**config.mk**
```make
export PLATFORM = sky130hd
export DESIGN_NAME = count_monitor
export DESIGN_NICKNAME = d
export VERILOG_FILES = /design/src/rtl/count_monitor.sv
export SDC_FILE = /design/constraint.sdc
export NUM_CORES = 1
export LEC_CHECK = 0
export ABC_AREA = 1
export CAP_MARGIN = 20
export CORE_MARGIN = 5
export CORE_UTILIZATION = 59
export CTS_BUF_LIST = sky130_fd_sc_hd__clkbuf_8
export CTS_CLUSTER_DIAMETER = 150
export CTS_CLUSTER_SIZE = 20
export DETAILED_ROUTE_END_ITERATION = 12
export MAX_ROUTING_LAYER = met4
export PLACE_DENSITY_LB_ADDON = 0.2
export SYNTH_ARGS = -nofsm -noshare
export SYNTH_HDL_FRONTEND = slang
export SYNTH_SLANG_ARGS = --single-unit
```
**constraint.sdc**
```tcl
create_clock -name clk -period 4.88 [get_ports clk]
set_input_delay 0.976 -clock clk [delete_from_list [all_inputs] [get_ports clk]]
set_output_delay 0.976 -clock clk [all_outputs]
set_load 0.01 [all_outputs]
```
**src/rtl/count_monitor.sv**
```systemverilog
// Count-interface receiver: checks that each strobed sample is prev+1 (mod 2^WIDTH), locks after LOCK_CNT good steps.
// Optional: COUNT_MONITOR_RESTART_TOL_EN tolerates a zero sample in LOCKED as an upstream counter restart.
module count_monitor #(
  parameter int WIDTH    = 4,
  parameter int LOCK_CNT = 4,
  parameter int ERR_W    = 8
) (
  input  logic             clk,
  input  logic             reset,
  input  logic [WIDTH-1:0] count_in,
  input  logic             valid_in,
  input  logic             clear_err,
  output logic             locked,
  output logic             err_pulse,
  output logic             wrap_pulse,
  output logic             restart_pulse,
  output logic [WIDTH-1:0] expected,
  output logic [ERR_W-1:0] err_count
);

  typedef enum logic [1:0] {IDLE, ACQ, LOCKED} state_t;

  state_t           state, state_n;
  logic [WIDTH-1:0] prev, prev_n, prev_inc;
  logic [7:0]       run, run_n;
  logic [8:0]       run_inc;
  logic             match, err_n, wrap_n;
`ifdef COUNT_MONITOR_RESTART_TOL_EN
  logic             restart_n;
`endif

  assign prev_inc = prev + 1'b1;
  assign match    = (count_in == prev_inc);
  assign run_inc  = {1'b0, run} + 9'd1;
  assign locked   = (state == LOCKED);

  always_comb begin
    state_n = state;
    prev_n  = prev;
    run_n   = run;
    err_n   = 1'b0;
    wrap_n  = 1'b0;
`ifdef COUNT_MONITOR_RESTART_TOL_EN
    restart_n = 1'b0;
`endif
    if (valid_in) begin
      prev_n = count_in;
      case (state)
        IDLE: begin
          run_n   = '0;
          state_n = ACQ;
        end
        ACQ: begin
          if (match) begin
            run_n = run_inc[7:0];
            if (run_inc == 9'(LOCK_CNT)) state_n = LOCKED;
          end else begin
            run_n = '0;
          end
        end
        LOCKED: begin
          if (match) begin
            wrap_n = &prev;
          end else begin
            state_n = ACQ;
            run_n   = '0;
`ifdef COUNT_MONITOR_RESTART_TOL_EN
            // A zero sample here means the producer restarted, not a glitch
            if (count_in == '0) restart_n = 1'b1;
            else                err_n     = 1'b1;
`else
            err_n = 1'b1;
`endif
          end
        end
        default: state_n = IDLE;
      endcase
    end
  end

  always_ff @(posedge clk) begin
    if (!reset) begin
      state      <= IDLE;
      prev       <= '0;
      run        <= '0;
      expected   <= '0;
      err_pulse  <= 1'b0;
      wrap_pulse <= 1'b0;
      err_count  <= '0;
    end else begin
      state      <= state_n;
      prev       <= prev_n;
      run        <= run_n;
      err_pulse  <= err_n;
      wrap_pulse <= wrap_n;
      if (valid_in) expected <= count_in + 1'b1;
      // Clear beats a simultaneous error; tally saturates instead of wrapping
      if (clear_err)                   err_count <= '0;
      else if (err_n && ~&err_count)   err_count <= err_count + 1'b1;
    end
  end

`ifdef COUNT_MONITOR_RESTART_TOL_EN
  always_ff @(posedge clk) begin
    if (!reset) restart_pulse <= 1'b0;
    else        restart_pulse <= restart_n;
  end
`else
  assign restart_pulse = 1'b0;
`endif

endmodule
```
==> flow_summary.toml, run 1 <==
[min_path]
hold_class = "reg -> reg"
hold_path.startpoint = "expected[0]"

[global_route]
grt_pass1_vias = 1301
grt_max_degree = 18
antenna_found_initial = 0
grt_usage_pct = 20.6
overflow = 0
grt_pass1_wl_um = 5700

[synth]
synth-simple-area-share_pct = 33.4
yosysSeqAreaShare_pct = 36.4
avgSynthCellArea_sq_um = 6.88
synth_cell_type_count = 30
synth-adder-area-share_pct = 4.06
synth_nets = 237
synth_area_sq_um = 1540
synth_top_family_by_area = "simple AND/OR/NAND/NOR gates"
synth.mux.area_fraction_pct = 0
synth_top_area_cell = "dfxtp_1"
synthXorXnorAreaFrac_pct = 3.98
synth.area.top_cells = "dfxtp_1 (36%), nand2_1 (9.5%), nor2_1 (9.3%), o21ai_0 (6.5%), inv_1 (6.3%)"
synth_cells = 224
synth-compound-area-share_pct = 13.6
ys_warn_count = 0
synth_seq_cells = 28
synth_top_area_share_pct = 36.4

[route]
met3_length_um = 99
met1_length_um = 1600
drt_first_pass_iters = 4
drc = 0
wirelength_um = 3190
wl_per_cell_um = 11.6
vias_per_cell = 5.22
wl_met2_um = 1450
vias = 1442
drt-initial-drc-count = 92
top_layer_used = "met4"
ant_nets = 0

[cts]
postCtsSetupBuffers = 0
clockRootBuffer = "clkbuf_8"
tritoncts = "built"
h-tree-depth = 1
path_clk_slew_ns = 0.09
numCtsBuffers = 3
insertion_delay_ns = 0.27
cts_buffer_depth = 2
holdBufCountCts = 0
clock_sinks = 28
cts_resized = 0

[timing]
maxSlewViolCount = 0
rsz0062_at_grt = "no"
min_period_over_period_pct = 51.7
setup_tns_ns = 0
setup_viol = 0
fin_crit_ns = 2.52
finalWorstSetupSlack_ns = 2.36
final-hold-violation-count = 0
worst_clock_skew_ns = 0.000830
timing.fmax_mhz = 397

[setup_path]
required_ns = 5.03
max_stage_delay_ns = 0.69
startpoint_type = "input port"
path_max_fanout = 11
cp_slowest_cell = "clkdlybuf4s50_1"
crit_arrival_ns = 2.67
regToRegStartpoint = "prev[0]"
crit_start = "valid_in"
critPathBufInv = 2
cp-end-kind = "flop"
critPathKind = "in -> reg"
path_delay_family = "buffers and inverters"
worstPathCellList = "clkdlybuf4s50_1, inv_2, nor3_4, nand3_4, nor3_1, a21oi_1"

[layout]
final_common_cell = "nand2_1"
drive_gt1_share_pct = 7.72
stdcell_area_sq_um = 1820
num_antenna_cells = 0
nNetsFinal = 261
final_cell_mix = "nand2_1 (39), nor2_1 (38), dfxtp_1 (28)"
fin_util_pct = 73.6
syn_to_final_growth_pct = 18.4

[floorplan]
die_x_um = 61.1
fp-row-count = 18
initial_core_util_pct = 62.2
boundaryPins = 24
die-area_sq_um = 3730
coreArea_sq_um = 2480
die_h_um = 61.1

[power]
p_leak_nw = 0.754
powerDensity_nw_per_um2 = 233
vdd_drop_max_uv = 212

[run]
drv_cap = 0

[place]
port_buffers = 22
post-place-ws_ns = 2.09
dp_hpwl_um = 2390
dpl_cell_area_sq_um = 1780
place.gp.congestion = 0.880

[status]
status = "finished clean"
final timing paths:
| path | to | slack, ns | cells after the start |
|---|---|---|---|
| max reg2reg | run[7] | 3.08 | 10 |
| max | err_count[6] | 2.36 | 6 |
| min reg2reg | expected[0] | 0.47 | 2 |
| min | expected[0] | 0.47 | 2 |
synth_stat cells (all sizes together):
master and count:
nor3b 2, nor4 1, xor2 2, a21oi 17
dfxtp 28, nand4 2, nand3 17, nand2 43
clkbuf 2, conb 1, buf 1, nor2 40
ha 5, nor3 5, o21ai 22, o21bai 1
xnor2 5, inv 30
worst min-delay path, delay by kind of cell, from the launching register on:
| family | cells | cell delay (ns) |
|---|---|---|
| flops | 1 | 0.32 |
| compound gates | 1 | 0.06 |
| simple gates | 1 | 0.06 |
state kept, by name, indices dropped and copies added, names as in the netlist:
signal      cells
err_count       8
err_pulse       1
expected        4
prev            4
run             8
state           2
wrap_pulse      1
layout make-up:
cell class                 instances  area (sq um)
clock buffer                       3          41.3
timing repair buffer              22           220
sequential                        28           561
fill                             203           653
inverter                          30           113
multi-input combinational        163           852
tap                               30          37.5
logic make-up (layout without fill, tap and decap cells):
| logic type | count (synthesis) | in the layout |
|---|---|---|
| AND/OR/NAND/NOR | 110 | 110 |
| AO/OA/AOI/OAI | 40 | 40 |
| buffers and inverters | 33 | 55 |
| flip-flops | 28 | 28 |
| XOR/XNOR | 7 | 7 |
| adder cells (fa/ha/maj) | 5 | 5 |
| other | 1 | 1 |
power by group:
group | leakage, nW | internal [W] | switching [W] | total, W
clock | 0.0216 | 0.0000553 | 0.0000656 | 0.000121
sequential | 0.229 | 0.000237 | 0.00000835 | 0.000245
combinational | 0.503 | 0.0000248 | 0.0000348 | 0.0000596
stage by stage:
stage | cells | hold WS [ns] | power (W)
6_report | 276 | 0.473 | 0.000426
5_1_grt | 276 | 0.519 | 0.000453
4_1_cts | 276 | 0.478 | 0.000432
3_5_place_dp | 273 | 0.465 | 0.000309
3_3_place_gp | 273 | 0.469 | 0.000308
2_1_floorplan | 224 | 0.472 | 0.000289
layer usage:
metal	vias up	global-route usage (%)
met5	-	-
met4	0	8.67
met3	5	3.14
met2	27	30.5
met1	647	28.0
li1	763	-
No activity file was read; power rests on OpenSTA's default activity.
==> run 2, diff against run 1 <==
Settings changed: CORE_UTILIZATION 59 to 50.
Clock period 4.88 ns to 2.3 ns, I/O delays scaled along.
==> flow_summary.toml, run 2 (synthesis results as in run 1) <==
[status]
status = "finished clean"

[setup_path]
crit_path_end = "locked"
path_delay_family = "buffers and inverters"
cp-end-kind = "output port"
regToRegStartpoint = "prev[0]"
startpoint_type = "flop"
rr_endpoint = "run[4]"
cp_slowest_cell = "clkdlybuf4s50_1"
worstPathCellList = "inv_2, nor2_1, clkdlybuf4s50_1"
crit_arrival_ns = 1.54
cp.depth = 3
crit_start = "state[1]"
required_ns = 1.84
max_stage_delay_ns = 0.57
path_max_fanout = 4
reg2reg_slack_ns = 0.56
critPathBufInv = 2
critPathKind = "reg -> out"
reg2reg_depth = 10

[layout]
final-seq-area_sq_um = 561
top_regs = "err_count: 8 flops, run: 8 flops"
final_common_cell = "nand2_1"
fillers = 293
final_cell_mix = "nand2_1 (39), nor2_1 (38), dfxtp_1 (28)"
drive_gt1_share_pct = 9.20
num_antenna_cells = 0
syn_to_final_growth_pct = 21.0
multi_input_comb_area_sq_um = 852
nNetsFinal = 264
fin_util_pct = 62.1

[floorplan]
initial_core_util_pct = 51.3
die_x_um = 65.5
die_h_um = 65.5
coreArea_sq_um = 3000
fp-row-count = 20
die-area_sq_um = 4290
boundaryPins = 24

[run]
drv_cap = 0

[global_route]
overflow = 0
grt_usage_pct = 16.8
grt_pass1_vias = 1342
grt_max_degree = 17
antenna_found_initial = 0
grt_pass1_wl_um = 5630

[cts]
clockRootBuffer = "clkbuf_8"
clock_sinks = 28
numCtsBuffers = 3
holdBufCountCts = 0
h-tree-depth = 1
cts_resized = 0
postCtsSetupBuffers = 0
tritoncts = "built"
cts_buffer_depth = 2
insertion_delay_ns = 0.27
path_clk_slew_ns = 0.10

[timing]
timing.fmax_mhz = 500
setup_tns_ns = 0
final-hold-violation-count = 0
timing.hold.ws_ns = 0.480
setup_viol = 0
rsz0062_at_grt = "no"
worst_clock_skew_ns = 0.00305
min_period_over_period_pct = 87.0
fin_crit_ns = 2.00
maxSlewViolCount = 0

[route]
wirelength_um = 3190
drc = 0
wl_per_cell_um = 11.3
ant_nets = 0
drt_first_pass_iters = 4
vias_per_cell = 5.08
vias = 1439
drt-initial-drc-count = 57

[power]
vdd_drop_max_uv = 404
p_comb_share_pct = 13.5
total_switching_power_w = 0.000247
p_seq_share_pct = 54.2
p_sw_share_pct = 25.7
powerDensity_nw_per_um2 = 514
clockPowerShare_pct = 32.3
p_leak_nw = 0.776
fin_total_pwr_w = 0.000959
internal_power_w = 0.000712

[place]
dp_hpwl_um = 2400
port_buffers = 22
place.gp.congestion = 0.843

[min_path]
hold_class = "reg -> reg"
==> run 2: how the worst min path moves through the flow <==
stage / start / end / slack, ns / cells after the start
4_1_cts: expected[0] / expected[0] / 0.48 / 2
3_3_place_gp: expected[3] / expected[3] / 0.46 / 2
2_1_floorplan: prev[2] / prev[2] / 0.47 / 2
3_5_place_dp: expected[0] / expected[0] / 0.46 / 2
5_1_grt: expected[3] / expected[3] / 0.52 / 2
6_report: expected[0] / expected[0] / 0.48 / 2
==> run 2: worst reg2reg max path, delay by kind of cell (launching register included) <==
kind,cells,cell delay (ns)
xor+xnor,1,0.14
compound gates,1,0.09
simple gates,5,0.59
flops,1,0.41
fa+ha+maj,1,0.27
buf+inv,2,0.20
==> run 2: final cells by class <==
type / count / area share [%]
Multi-Input combinational cell: 163 / 45.7
Sequential cell: 28 / 30.1
Timing Repair Buffer: 25 / 13.0
Inverter: 30 / 6.04
Clock buffer: 4 / 2.95
Tap cell: 33 / 2.21
==> run 2: power by group through the flow <==
| stage | registers, W | logic (W) | clock network [W] |
|---|---|---|---|
| floorplan | 0.000530 | 0.0000824 | 0 |
| global placement | 0.000531 | 0.000128 | 0 |
| detailed placement | 0.000531 | 0.000129 | 0 |
| CTS | 0.000520 | 0.000130 | 0.000315 |
| global route | 0.000523 | 0.000148 | 0.000334 |
| finish | 0.000520 | 0.000129 | 0.000309 |
==> run 2: metal layers <==
layer | GRT usage [%] | wire (um) | vias up
met4 | 4.40 | 29 | 0
met1 | 22.1 | 1580 | 642
met3 | 2.74 | 97 | 4
li1 | - | - | 771
met5 | - | 0 | -
met2 | 26.9 | 1490 | 22
==> run 2: stage by stage <==
stage / instances / setup WS, ns / area (sq um)
floorplan: 224 / 0.755 / 1540
global placement: 279 / 0.257 / 1810
detailed placement: 279 / 0.220 / 1810
CTS: 283 / 0.289 / 1860
global route: 283 / 0.230 / 1860
finish: 283 / 0.299 / 1860
==> run 3, diff against run 2 <==
--- a/config.mk
+++ b/config.mk
@@ -6,5 +6,4 @@
 export NUM_CORES = 1
 export LEC_CHECK = 0
-export ABC_AREA = 1
 export CAP_MARGIN = 20
 export CORE_MARGIN = 5
==> constraint.sdc (replaced) <==
create_clock -name clk -period 2.3 [get_ports clk]
set_input_delay 0.69 -clock clk [delete_from_list [all_inputs] [get_ports clk]]
set_output_delay 0.69 -clock clk [all_outputs]
set_load 0.01 [all_outputs]
==> flow_summary.toml, run 3 <==
[layout]
stdcell_area_sq_um = 2100
syn_to_final_growth_pct = 29.2
nNetsFinal = 226
fillers = 266
num_antenna_cells = 0
drive_gt1_share_pct = 21.7
final_common_cell = "dfxtp_1"
final_cell_mix = "dfxtp_1 (26), clkdlybuf4s50_1 (20), buf_4 (20)"
top_regs = "err_count: 8 flops, run: 8 flops"

[cts]
clockRootBuffer = "clkbuf_8"
h-tree-depth = 1
cts_buffer_depth = 2
tritoncts = "built"
numCtsBuffers = 3
clock_sinks = 28
holdBufCountCts = 0
path_clk_slew_ns = 0.09
insertion_delay_ns = 0.27

[timing]
min_period_over_period_pct = 97.7
worst_clock_skew_ns = 0.00330
final-hold-violation-count = 0
setup_viol = 0
timing.fmax_mhz = 445
rsz0062_at_grt = "no"
maxSlewViolCount = 0
fin_crit_ns = 2.25

[synth]
synth_cells = 175
synth_top_area_share_pct = 34.5
synthFlopType = "dfxtp_1"
synth_area_sq_um = 1620
synth_commonest_cells = "dfxtp_1 (28), nor2_1 (16), nand3_1 (11), a21oi_1 (7), nand2_1 (7)"
synth_top_area_cell = "dfxtp_1"
synthArstFlopShare_pct = 0
ys_warn_count = 0
synth_seq_cells = 28
yosysMostFrequentCell = "dfxtp_1"
synth_cell_type_count = 61
avgSynthCellArea_sq_um = 9.27
synth_nets = 188
yosysSeqAreaShare_pct = 34.5
synth.area.top_cells = "dfxtp_1 (35%), ha_1 (3.9%), nor2_1 (3.7%), nand3_1 (3.4%), mux2i_1 (3.1%)"
synth_edf_count = 0

[setup_path]
path_common_cell = "buf_4"
max_stage_delay_ns = 0.50
path_max_fanout = 6
critPathKind = "in -> reg"
cp_slowest_cell = "clkdlybuf4s50_1"
reg2reg_depth = 8
crit_arrival_ns = 2.42
required_ns = 2.47
cp-end-kind = "flop"
worstPathCellList = "clkdlybuf4s50_1, xnor3_1, nand3_4, buf_4, nor4_4, buf_4, and3b_1, a211o_2"
startpoint_type = "input port"

[global_route]
overflow = 0
grt_pass1_vias = 1442
antenna_found_initial = 0
grt_usage_pct = 18.7
grt_pass1_wl_um = 6370
grt_max_degree = 16

[min_path]
holdPathStages = 2
hold_class = "reg -> reg"

[place]
dpl_cell_area_sq_um = 1970
dp_hpwl_um = 2740
place.gp.congestion = 0.881
port_buffers = 22

[power]
clockPowerShare_pct = 31.7
powerDensity_nw_per_um2 = 455
p_leak_nw = 0.826
fin_total_pwr_w = 0.000955
internal_power_w = 0.000725
p_sw_share_pct = 24.1
p_seq_share_pct = 52.9
p_comb_share_pct = 15.4
vdd_drop_max_uv = 297
total_switching_power_w = 0.000230

[route]
wirelength_um = 3690
drt_first_pass_iters = 4
ant_nets = 0
drt-initial-drc-count = 119
vias_per_cell = 5.73
vias = 1467
drc = 0
wl_per_cell_um = 14.4

[run]
drv_cap = 0

[status]
status = "finished clean"

[floorplan]
boundaryPins = 24
die-area_sq_um = 4480
die_h_um = 67.0
fp-row-count = 20
initial_core_util_pct = 52.7
die_x_um = 67.0
coreArea_sq_um = 3080
## run 3: changes by cell type after synthesis, sizes merged, moves of 5 or more
cell and delta:
o21ai -17, inv -27, nand2 -36, a21oi -10, mux2i +5, nand3 -5
nor2 -23
## run 3: cells by family after synthesis
group           after synthesis  share of synthesized area, %
simple gates                 71                          25.4
compound gates               42                          21.0
flops                        28                          34.5
buf+inv                      13                          4.78
xor+xnor                     10                          7.17
fa+ha+maj                     5                          3.86
mux                           5                          3.08
other cells                   1                         0.231
## run 3: power groups by stage
stage	sequential [W]	clock [W]	combinational, W
after detailed placement	0.000516	0	0.000132
after global routing	0.000507	0.000338	0.000157
after global placement	0.000515	0	0.000128
final	0.000505	0.000303	0.000147
after floorplan	0.000517	0	0.0000747
after CTS	0.000505	0.000312	0.000142
## run 3: per-stage QoR
step                hold slack [ns]  setup TNS, ns  cells  setup WS [ns]  utilization (%)
floorplan                     0.457              0    175          0.240                -
CTS                           0.495              0    255         0.0119             67.0
global placement              0.474          -4.39    250         -0.335             64.0
detailed placement            0.483          -5.39    250         -0.411             64.0
finish                        0.490              0    256         0.0532             68.1
global route                  0.526              0    256        0.00471             68.1
## run 3: critical path, delay by kind of cell
kind / cells / cell delay, ns
xor+xnor: 1 / 0.27
compound gates: 1 / 0.29
simple gates: 3 / 0.37
buf+inv: 3 / 0.80
## run 3: worst paths after layout
kind	start	end	slack (ns)
worst max-delay path	count_in[2]	run[2]	0.05
worst min-delay path	expected[2]	expected[2]	0.49
worst max register to register	prev[0]	run[2]	0.22
worst min register to register	expected[2]	expected[2]	0.49
## run 3: final cells by class
class,instances,area (sq um),share of cell area (%)
Clock buffer,4,55.1,2.63
Multi-Input combinational cell,134,1030,49.3
Tap cell,44,55.1,2.63
Inverter,4,15.0,0.716
Timing Repair Buffer,42,375,17.9
Sequential cell,28,563,26.8
## run 3: metal layers
layer	part of all wire (%)	global-route usage, %
met1	47	22.7
met2	49	32.1
met3	3.0	2.19
met5	0	-
met4	1.1	6.58
## run 3: repair_timing
action	in CTS	in global routing
setup endpoints to repair	10	9
gates cloned	0	0
pin swaps	4	6
resized for setup	4	7
buffers inserted	1	1
